`src/rtl/pipe_ctrl_pkg.sv`:
```
// Shared types and helpers for the pipeline stall/flush sequencer.
package pipe_ctrl_pkg;

    typedef enum logic [1:0] {
        CLEAR   = 2'd0,
        RUN     = 2'd1,
        MEMWAIT = 2'd2,
        ERROR   = 2'd3
    } state_t;

    // x0 is hardwired zero, so a write to it can never create a hazard
    localparam logic [4:0] REG_X0 = 5'd0;

    // Width needed to hold a memory-wait timer that counts up to timeout
    function automatic int timer_w(input int timeout);
        return $clog2(timeout + 1);
    endfunction

endpackage

```
`src/rtl/pipe_hazard_detect.sv`:
```
// Load-use hazard compare: a load in EX whose destination is read by the
// instruction in ID forces one bubble.
import pipe_ctrl_pkg::*;

module pipe_hazard_detect (
    input  logic [4:0] id_rs1,
    input  logic [4:0] id_rs2,
    input  logic       id_use_rs1,
    input  logic       id_use_rs2,
    input  logic       ex_memread,
    input  logic [4:0] ex_rd,
    output logic       load_use
);

    logic hit_rs1, hit_rs2;

    assign hit_rs1  = id_use_rs1 && (id_rs1 == ex_rd);
    assign hit_rs2  = id_use_rs2 && (id_rs2 == ex_rd);
    assign load_use = ex_memread && (ex_rd != REG_X0) && (hit_rs1 || hit_rs2);

endmodule

```
`src/rtl/pipe_ctrl.sv`:
```
// Central stall/flush sequencer for the 5-stage RV32 pipeline.
// Optional feature: define PIPE_PERF_EN to build the stall/flush perf
// counters; otherwise stall_cnt/flush_cnt are tied to zero.
import pipe_ctrl_pkg::*;

module pipe_ctrl #(
    parameter int FLUSH_CYCLES = 2,
    parameter int MEM_TIMEOUT  = 64,
    parameter int CNT_W        = 32
) (
    input  logic             clk,
    input  logic             rst,
    input  logic [4:0]       id_rs1,
    input  logic [4:0]       id_rs2,
    input  logic             id_use_rs1,
    input  logic             id_use_rs2,
    input  logic             ex_memread,
    input  logic [4:0]       ex_rd,
    input  logic             mem_branch_taken,
    input  logic             mem_req,
    input  logic             dmem_ack,
    output logic             pcwrite,
    output logic             fdwrite,
    output logic             de_en,
    output logic             em_en,
    output logic             mw_en,
    output logic             fd_flush,
    output logic             de_flush,
    output logic             em_flush,
    output logic             mem_err,
    output logic [CNT_W-1:0] stall_cnt,
    output logic [CNT_W-1:0] flush_cnt
);

    localparam int TMR_W = timer_w(MEM_TIMEOUT);
    localparam int CLR_W = $clog2(FLUSH_CYCLES + 1);

    state_t           state;
    logic [TMR_W-1:0] timer;
    logic [CLR_W-1:0] clr_cnt;
    logic             load_use;
    logic             advance;

    pipe_hazard_detect u_hazard (
        .id_rs1     (id_rs1),
        .id_rs2     (id_rs2),
        .id_use_rs1 (id_use_rs1),
        .id_use_rs2 (id_use_rs2),
        .ex_memread (ex_memread),
        .ex_rd      (ex_rd),
        .load_use   (load_use)
    );

    // Output decode from current state and this cycle's hazard inputs
    always_comb begin
        pcwrite  = 1'b0;
        fdwrite  = 1'b0;
        de_en    = 1'b0;
        em_en    = 1'b0;
        mw_en    = 1'b0;
        fd_flush = 1'b0;
        de_flush = 1'b0;
        em_flush = 1'b0;
        advance  = 1'b0;
        case (state)
            CLEAR: begin
                fd_flush = 1'b1;
                de_flush = 1'b1;
                em_flush = 1'b1;
            end
            // An access acked in the same cycle it is issued costs nothing
            RUN:     advance = !(mem_req && !dmem_ack);
            // The ack cycle resumes normal hazard handling immediately
            MEMWAIT: advance = dmem_ack;
            default: advance = 1'b0;
        endcase
        if (advance) begin
            if (mem_branch_taken) begin
                // Squash the three younger instructions behind the branch
                pcwrite  = 1'b1;
                fdwrite  = 1'b1;
                de_en    = 1'b1;
                em_en    = 1'b1;
                mw_en    = 1'b1;
                fd_flush = 1'b1;
                de_flush = 1'b1;
                em_flush = 1'b1;
            end else if (load_use) begin
                // Hold PC and IF/ID, push one bubble into ID/EX
                de_en    = 1'b1;
                em_en    = 1'b1;
                mw_en    = 1'b1;
                de_flush = 1'b1;
            end else begin
                pcwrite  = 1'b1;
                fdwrite  = 1'b1;
                de_en    = 1'b1;
                em_en    = 1'b1;
                mw_en    = 1'b1;
            end
        end
    end

    assign mem_err = (state == ERROR);

    // Sequencer: post-reset clearing, memory wait with timeout, sticky error
    always_ff @(posedge clk or posedge rst) begin
        if (rst) begin
            state   <= CLEAR;
            clr_cnt <= '0;
            timer   <= '0;
        end else begin
            case (state)
                CLEAR: begin
                    if (clr_cnt == CLR_W'(FLUSH_CYCLES - 1)) state <= RUN;
                    else clr_cnt <= clr_cnt + 1'b1;
                end
                RUN: begin
                    if (!advance) begin
                        state <= MEMWAIT;
                        timer <= TMR_W'(1);
                    end
                end
                MEMWAIT: begin
                    // timer holds the number of frozen cycles so far; the
                    // MEM_TIMEOUT-th unanswered cycle trips the error
                    if (dmem_ack) begin
                        state <= RUN;
                    end else begin
                        timer <= timer + 1'b1;
                        if (timer == TMR_W'(MEM_TIMEOUT - 1)) state <= ERROR;
                    end
                end
                default: state <= ERROR;
            endcase
        end
    end

`ifdef PIPE_PERF_EN
    logic run_like;
    assign run_like = (state == RUN) || (state == MEMWAIT);

    // Perf counters: stalled-PC cycles and taken-branch squashes, free-running wrap
    always_ff @(posedge clk or posedge rst) begin
        if (rst) begin
            stall_cnt <= '0;
            flush_cnt <= '0;
        end else begin
            if (run_like && !pcwrite)        stall_cnt <= stall_cnt + 1'b1;
            if (advance && mem_branch_taken) flush_cnt <= flush_cnt + 1'b1;
        end
    end
`else
    assign stall_cnt = '0;
    assign flush_cnt = '0;
`endif

endmodule

```
`config.mk`:
```
export PLATFORM = sky130hd
export DESIGN_NAME = pipe_ctrl
export DESIGN_NICKNAME = d
export VERILOG_FILES = /design/src/rtl/pipe_ctrl_pkg.sv /design/src/rtl/pipe_hazard_detect.sv /design/src/rtl/pipe_ctrl.sv
export SDC_FILE = /design/constraint.sdc
export NUM_CORES = 1
export LEC_CHECK = 0
export CAP_MARGIN = 20
export CORE_MARGIN = 1
export CORE_UTILIZATION = 45
export CTS_BUF_LIST = sky130_fd_sc_hd__clkbuf_8
export DETAILED_ROUTE_END_ITERATION = 8
export DONT_BUFFER_PORTS = 1
export GPL_ROUTABILITY_DRIVEN = 0
export PLACE_DENSITY = 0.64
export SKIP_CTS_REPAIR_TIMING = 1
export SYNTH_ARGS = -nofsm -noshare
export SYNTH_HDL_FRONTEND = slang
export SYNTH_SLANG_ARGS = --single-unit
```
`constraint.sdc`:
```
create_clock -name clk -period 1.9 [get_ports clk]
set_clock_uncertainty 0.05 [all_clocks]
set_input_delay 0.38 -clock clk [delete_from_list [all_inputs] [get_ports clk]]
set_output_delay 0.38 -clock clk [all_outputs]
set_load 0.03 [all_outputs]
```
Yosys cells after proc, flatten, opt, wreduce, memory -nomap -nowiden

Index checks and enable logic that the tools add are counted.

Add/subtract/negate cells: 2
Eq/ne operators: 11
Multiplexer cells: 19
Bitwise logic cells: 1
Reductions and logical operators: 14

Operators with widths:

| kind                                                                  | number |
|---|---|
| 7-bit two-way mux                                                     | 2 |
| 7-bit case mux with 2 select lines                                    | 1 |
| 5-bit equality test                                                   | 2 |
| 1-bit two-way mux                                                     | 10 |
| 2-bit two-way mux                                                     | 4 |
| 7-bit by 1-bit adder with 7-bit output, second input constant         | 1 |
| 7-bit by 6-bit equality test with 1-bit output, second input constant | 1 |
| 2-bit != test, second input constant                                  | 3 |
| 2-bit case mux with 3 select lines                                    | 1 |
| 3-bit AND reduction                                                   | 2 |
| 1-bit logical AND                                                     | 5 |
| 5-bit nonzero test                                                    | 1 |
| 2-bit by 1-bit equality test with 1-bit output, second input constant | 2 |
| 2-bit equality test, second input constant                            | 2 |
| 3-bit != test, second input constant                                  | 1 |
| 2-bit by 1-bit adder with 2-bit output, second input constant         | 1 |
| 1-bit logical NOT                                                     | 2 |
| 2-bit logical NOT                                                     | 1 |
| 1-bit case mux with 2 select lines                                    | 1 |
| 2-bit AND reduction                                                   | 1 |
| 2-bit nonzero test                                                    | 1 |
| 1-bit logical OR                                                      | 1 |
| 1-bit inverter                                                        | 1 |

Register bits: 11
Input bits: 23
Output and inout bits: 73

Logic depth before layout (Yosys ltp)

Depth after elaboration: 7
Depth in mapped cells: 8

Cells and area by module

Synthesis repeated with hierarchy kept, for this count alone.

Cells, all modules: 168
Area, all modules: 1363.8 sq um

By module, submodules not included:

| module             | times used | cells an instance | area each (sq um) |
|---|---|---|---|
| pipe_ctrl          | 1          | 151               | 1229.9 |
| pipe_hazard_detect | 1          | 17                | 133.9 |

Worst setup path before layout

No wires, ideal clock.

Path type: flip-flop to output port
From: reg state[0]
To: out pcwrite
Data arrival time: 1.862 ns
Slack: -0.392 ns
Stages on the path, launching flop included: 9
Buffers on the path: 2
Cells stage by stage: dfrtp_1 -> inv_1 -> ha_1 -> buf_2 -> a22o_1 -> nand2_1 -> inv_1 -> o31a_1 -> buf_4

Cells in the longest elaborated chain, start to end: 3
Elaborated cells between the ends (all ways): 4

Ends and longest elaborated chain:

| item                                                                                         | RTL line         | source |
|---|---|---|
| start, declared                                                                              | pipe_ctrl.sv:38  | `state_t state;` |
| start signal, assigned                                                                       | pipe_ctrl.sv:109 | `state <= CLEAR;` |
| start signal, assigned                                                                       | pipe_ctrl.sv:115 | `if (clr_cnt == CLR_W'(FLUSH_CYCLES - 1)) state <= RUN;` |
| start signal, assigned                                                                       | pipe_ctrl.sv:120 | `state <= MEMWAIT;` |
| 2-bit equality test / 2-bit by 1-bit equality test with 1-bit output (equally long branches) | pipe_ctrl.sv:65  | `case (state)` |
| 1-bit case mux with 2 select lines (*)                                                       | pipe_ctrl.sv:65  |  |
| 1-bit two-way mux (*)                                                                        | --               |  |
| end, declared                                                                                | pipe_ctrl.sv:22  | `output logic pcwrite,` |

Every way passes the cells marked *; elsewhere a longest branch is shown, timed or not.

Worst setup path in the final report

From: reg state[0]
To: out de_flush

Cells in the longest elaborated chain, start to end: 5
Elaborated cells between the ends (all ways): 8

Ends and longest elaborated chain:

| item                  | RTL line        | source |
|---|---|---|
| 2-bit logical NOT     | pipe_ctrl.sv:65 |  |
| 1-bit two-way mux     | pipe_ctrl.sv:65 |  |
| 1-bit two-way mux     | pipe_ctrl.sv:88 | `end else if (load_use) begin` |
| 1-bit two-way mux     | pipe_ctrl.sv:78 | `if (mem_branch_taken) begin` |
| 1-bit two-way mux (*) | pipe_ctrl.sv:77 | `if (advance) begin` |
| end, declared         | pipe_ctrl.sv:28 | `output logic de_flush,` |

Marked as above.

==> results.md <==
Clocking:
- The H-tree depth is 1.
- Clock tree synthesis selected as its root buffer the cell sky130_fd_sc_hd__clkbuf_8.
- The clock passes through at most 2 buffers.
- The clock reaches the later pin of the worst-skew pair after 230 ps.
- After clock tree synthesis, the clock-pin slew on the worst setup and hold paths is ~50 ps.
- Buffers inserted during clock tree synthesis total 3.
- The CTS tree is done.
- Counting every sink on the clock net gives 11.

Critical path:
- The capturing element type of the critical path is a primary output.
- The critical path goes through inv_2 > ha_4 > a22o_4 > a31oi_4 > o31ai_2 > buf_4.
- For the worst setup path, the data arrival time is 1640 ps.
- The number of buffer and inverter instances along the worst setup path is 2.
- The stage delay of the slowest cell on the critical path is 420 ps.
- Of all nets on the critical path, the largest fanout is 3.
- The largest individual stage delay along the critical path comes from the cell sky130_fd_sc_hd__dfrtp_1.
- The startpoint type of the worst setup path is a flop.
- The cell type group with the largest total delay on the critical path is compound AO/OA/AOI/OAI gates.
- The critical path in this run is classified as flop to primary output.
- Data on the critical path is required at its endpoint by 1470 ps.

Floorplan:
- The die covers 3220 sq um.
- The total number of placement rows is 19.
- The standard cell core area is 2810 sq um.
- The I/O pin count is 96.
- The die is 56.7 um tall.
- Once the floorplan was initialized, standard cells occupied between 40% and 50% of the core.
- The die extent in x is approximately 57 um.

Job:
- The number of max-cap violations is 0.

Global routing:
- The total overflow left after global routing is 0.
- The first-pass GRT wire length is 2780 um.
- The number of global-route vias before repair was 698.
- The initial antenna violation count is 0.
- The largest net degree at the start of global routing is 12.
- The routing usage on met1 is about 12%.
- The global routing usage summed across all routing layers is 10.9%.
- The met2 track demand over resource in global routing is 21.1%.
- After global routing, the most crowded layer is met2.
- The routing usage on met3 is 1.61%.

STA:
- Based on the critical path, the design can be clocked at up to 483 MHz.
- Setup violations remaining at the end of the flow were counted as 8.
- Setup repair after global routing could not meet its margin everywhere.
- For the finished layout, the period the worst path requires is 2070 ps.
- Of the available clock period, the critical path in the final layout requires 109%.
- The number of hold violations in the final report is 11.
- The hold slack is -21.0 ps.
- Setup slack on the critical path of the routed design comes to -169 ps.
- The max-slew violation count was 0.

Power:
- The sum of internal, switching and leakage power is 652 uW.
- The maximum vdd drop is 0.257 mV.
- Dividing total power by cell area gives a power density of 500 nW/um^2.
- The leakage power is 0.687 nW.

Synth:
- The number of enable-type register cells in the synthesized netlist is 0.
- The flip-flop and latch count after synthesis is 11.
- The post-synthesis cell type count is 35.
- The per-instance average area after synthesis is 8.38 sq um.
- Of the synthesized area, sequential elements account for 20.4%.
- The gate count after technology mapping is about 160.
- The synthesized netlist occupies a cell area of 1350 sq um.
- The Yosys warning count is 0.
- Of all flip-flops after synthesis, the portion carrying an async set or reset was 100%.
- The dominant register cell in the synthesized netlist is sky130_fd_sc_hd__dfrtp_1.

Placed design:
- The placed instances occupy a cell area of 1180 sq um.
- The quantity of I/O buffers inserted on ports is 0.
- The total half-perimeter wirelength after legalization and detailed placement is ~1700 um.

Hold path:
- The worst hold path belongs to the class input port to asynchronous set/reset pin.

Route:
- The via density per instance is 4.48.
- The count of nets left with antenna violations after detail routing is 0.
- The first-pass iteration count of the detailed router is 6.
- For this run, design rule violations remaining after detail routing come to 20.
- The average routed wire per standard cell is about 11 um.
- Detailed routing inserted a total of 892 vias.
- The initial DRC count is 41.
- For this block, the routed nets add up to approximately 2200 um of wire.

Cells and area:
- The final layout contains between 150 and 200 nets.
- Once layout is complete, the utilization of the core stands at 46.5%.
- The share of layout cells above drive strength 1 is 16.7%.
- Fill cells in the final layout number 284.
- Relative to the synthesized area, the layout overhead comes to -3.34%.
- The area of all placed cells without fillers is 1300 sq um.
- 0 antenna diodes ended up in the layout.

Status:
- The run finished, with violations left.
- The checks that failed: design-rule violations, negative hold slack, negative setup slack.
==> where the power goes <==
part,switching [mW],internal [mW],total (mW)
Sequential,0,0.235,0.235
Combinational,0.181,0.0142,0.196
Clock,0.0805,0.141,0.222
==> layer usage <==
metal,routed length [um],vias up
met3,202,0
met5,0,-
met4,0,0
li1,-,416
met1,758,417
met2,1200,59
==> kinds of logic (layout without fill, tap and decap cells) <==
family | Yosys count | count (layout) | share of synthesized area [%]
simple gates | 35 | 35 | 14.1
other cells | 1 | 64 | 0.278
mux | 3 | 3 | 2.32
xor+xnor | 11 | 11 | 7.14
fa+ha+maj | 6 | 6 | 5.57
flops | 11 | 11 | 20.4
buf+inv | 75 | 19 | 39.9
compound gates | 19 | 19 | 10.3
==> area by class of cell <==
class	count	area, sq um	share of cell area [%]
inverters	6	25.0	1.92
repair buffers	9	78.8	6.05
multi-input cells	138	841	64.5
flip-flops and latches	11	275	21.1
well taps	31	38.8	2.98
clock buffers	3	41.3	3.17
clock inverters	1	3.75	0.288
==> worst paths after layout <==
| check | startpoint | to | slack [ps] | depth (start not counted) |
|---|---|---|---|---|
| max | state[0] | de_flush | -170 | 6 |
| min | rst | timer[2] | -20 | 1 |
| max reg2reg | state[0] | timer[3] | 80 | 8 |
| min reg2reg | clr_cnt[1] | clr_cnt[1] | 430 | 2 |
| max in group asynchronous | rst | timer[0] | 1530 | 1 |
| min in group clk | mem_req | timer[0] | 370 | 3 |
==> cell usage after synthesis, types with 2 or more instances <==
master                     count  area [sq um]
sky130_fd_sc_hd__a21o_1        4          30.0
sky130_fd_sc_hd__o21ai_0       3          15.0
sky130_fd_sc_hd__nor3_1        2          10.0
sky130_fd_sc_hd__ha_1          6          75.1
sky130_fd_sc_hd__nand2b_1      3          18.8
sky130_fd_sc_hd__buf_4        68           510
sky130_fd_sc_hd__xnor2_1       3          26.3
sky130_fd_sc_hd__o21ai_2       2          17.5
sky130_fd_sc_hd__nor4_1        3          18.8
sky130_fd_sc_hd__o21ai_1       2          10.0
sky130_fd_sc_hd__xor2_1        8          70.1
sky130_fd_sc_hd__nand3_1       9          45.0
sky130_fd_sc_hd__mux2i_1       2          20.0
sky130_fd_sc_hd__inv_1         6          22.5
sky130_fd_sc_hd__dfrtp_1      11           275
sky130_fd_sc_hd__o31ai_1       2          15.0
sky130_fd_sc_hd__nor2_1        2          7.51
sky130_fd_sc_hd__nand2_1       8          30.0
==> state kept, by name, indices dropped and copies added (netlist names) <==
| name | flops |
|---|---|
| clr_cnt | 2 |
| state | 2 |
| timer | 7 |
==> worst register-to-register path: stages, from the launching register on <==
cell and delay (ps):
sky130_fd_sc_hd__dfrtp_1 430, sky130_fd_sc_hd__inv_2 140, sky130_fd_sc_hd__ha_4 150, sky130_fd_sc_hd__buf_4 100
sky130_fd_sc_hd__buf_6 120, sky130_fd_sc_hd__nor2_1 60, sky130_fd_sc_hd__a21oi_2 270, sky130_fd_sc_hd__nand3_1 120
sky130_fd_sc_hd__mux2_2 270
==> cells in the final DEF, fill, tap and decap left out, drive strengths merged, types with 3 or more instances in the layout <==
cell,count
conb,64
dfrtp,11
nand3,9
buf,9
xor2,8
nand2,8
o21ai,7
inv,7
ha,6
a21o,4
nor4,4
nand2b,3
xnor2,3
clkbuf,3
==> stage by stage <==
stage,TNS (ps),setup slack [ps],std cells,hold slack (ps)
final,-658,-169,199,-21.0
after detailed placement,0,15.1,192,243
after global placement,0,38.4,192,235
after global routing,-1030,-211,199,14.6
after floorplan,-260,-149,224,182
after CTS,-1070,-241,196,-6.41
Note: power is estimated with default switching activity, not from simulation.
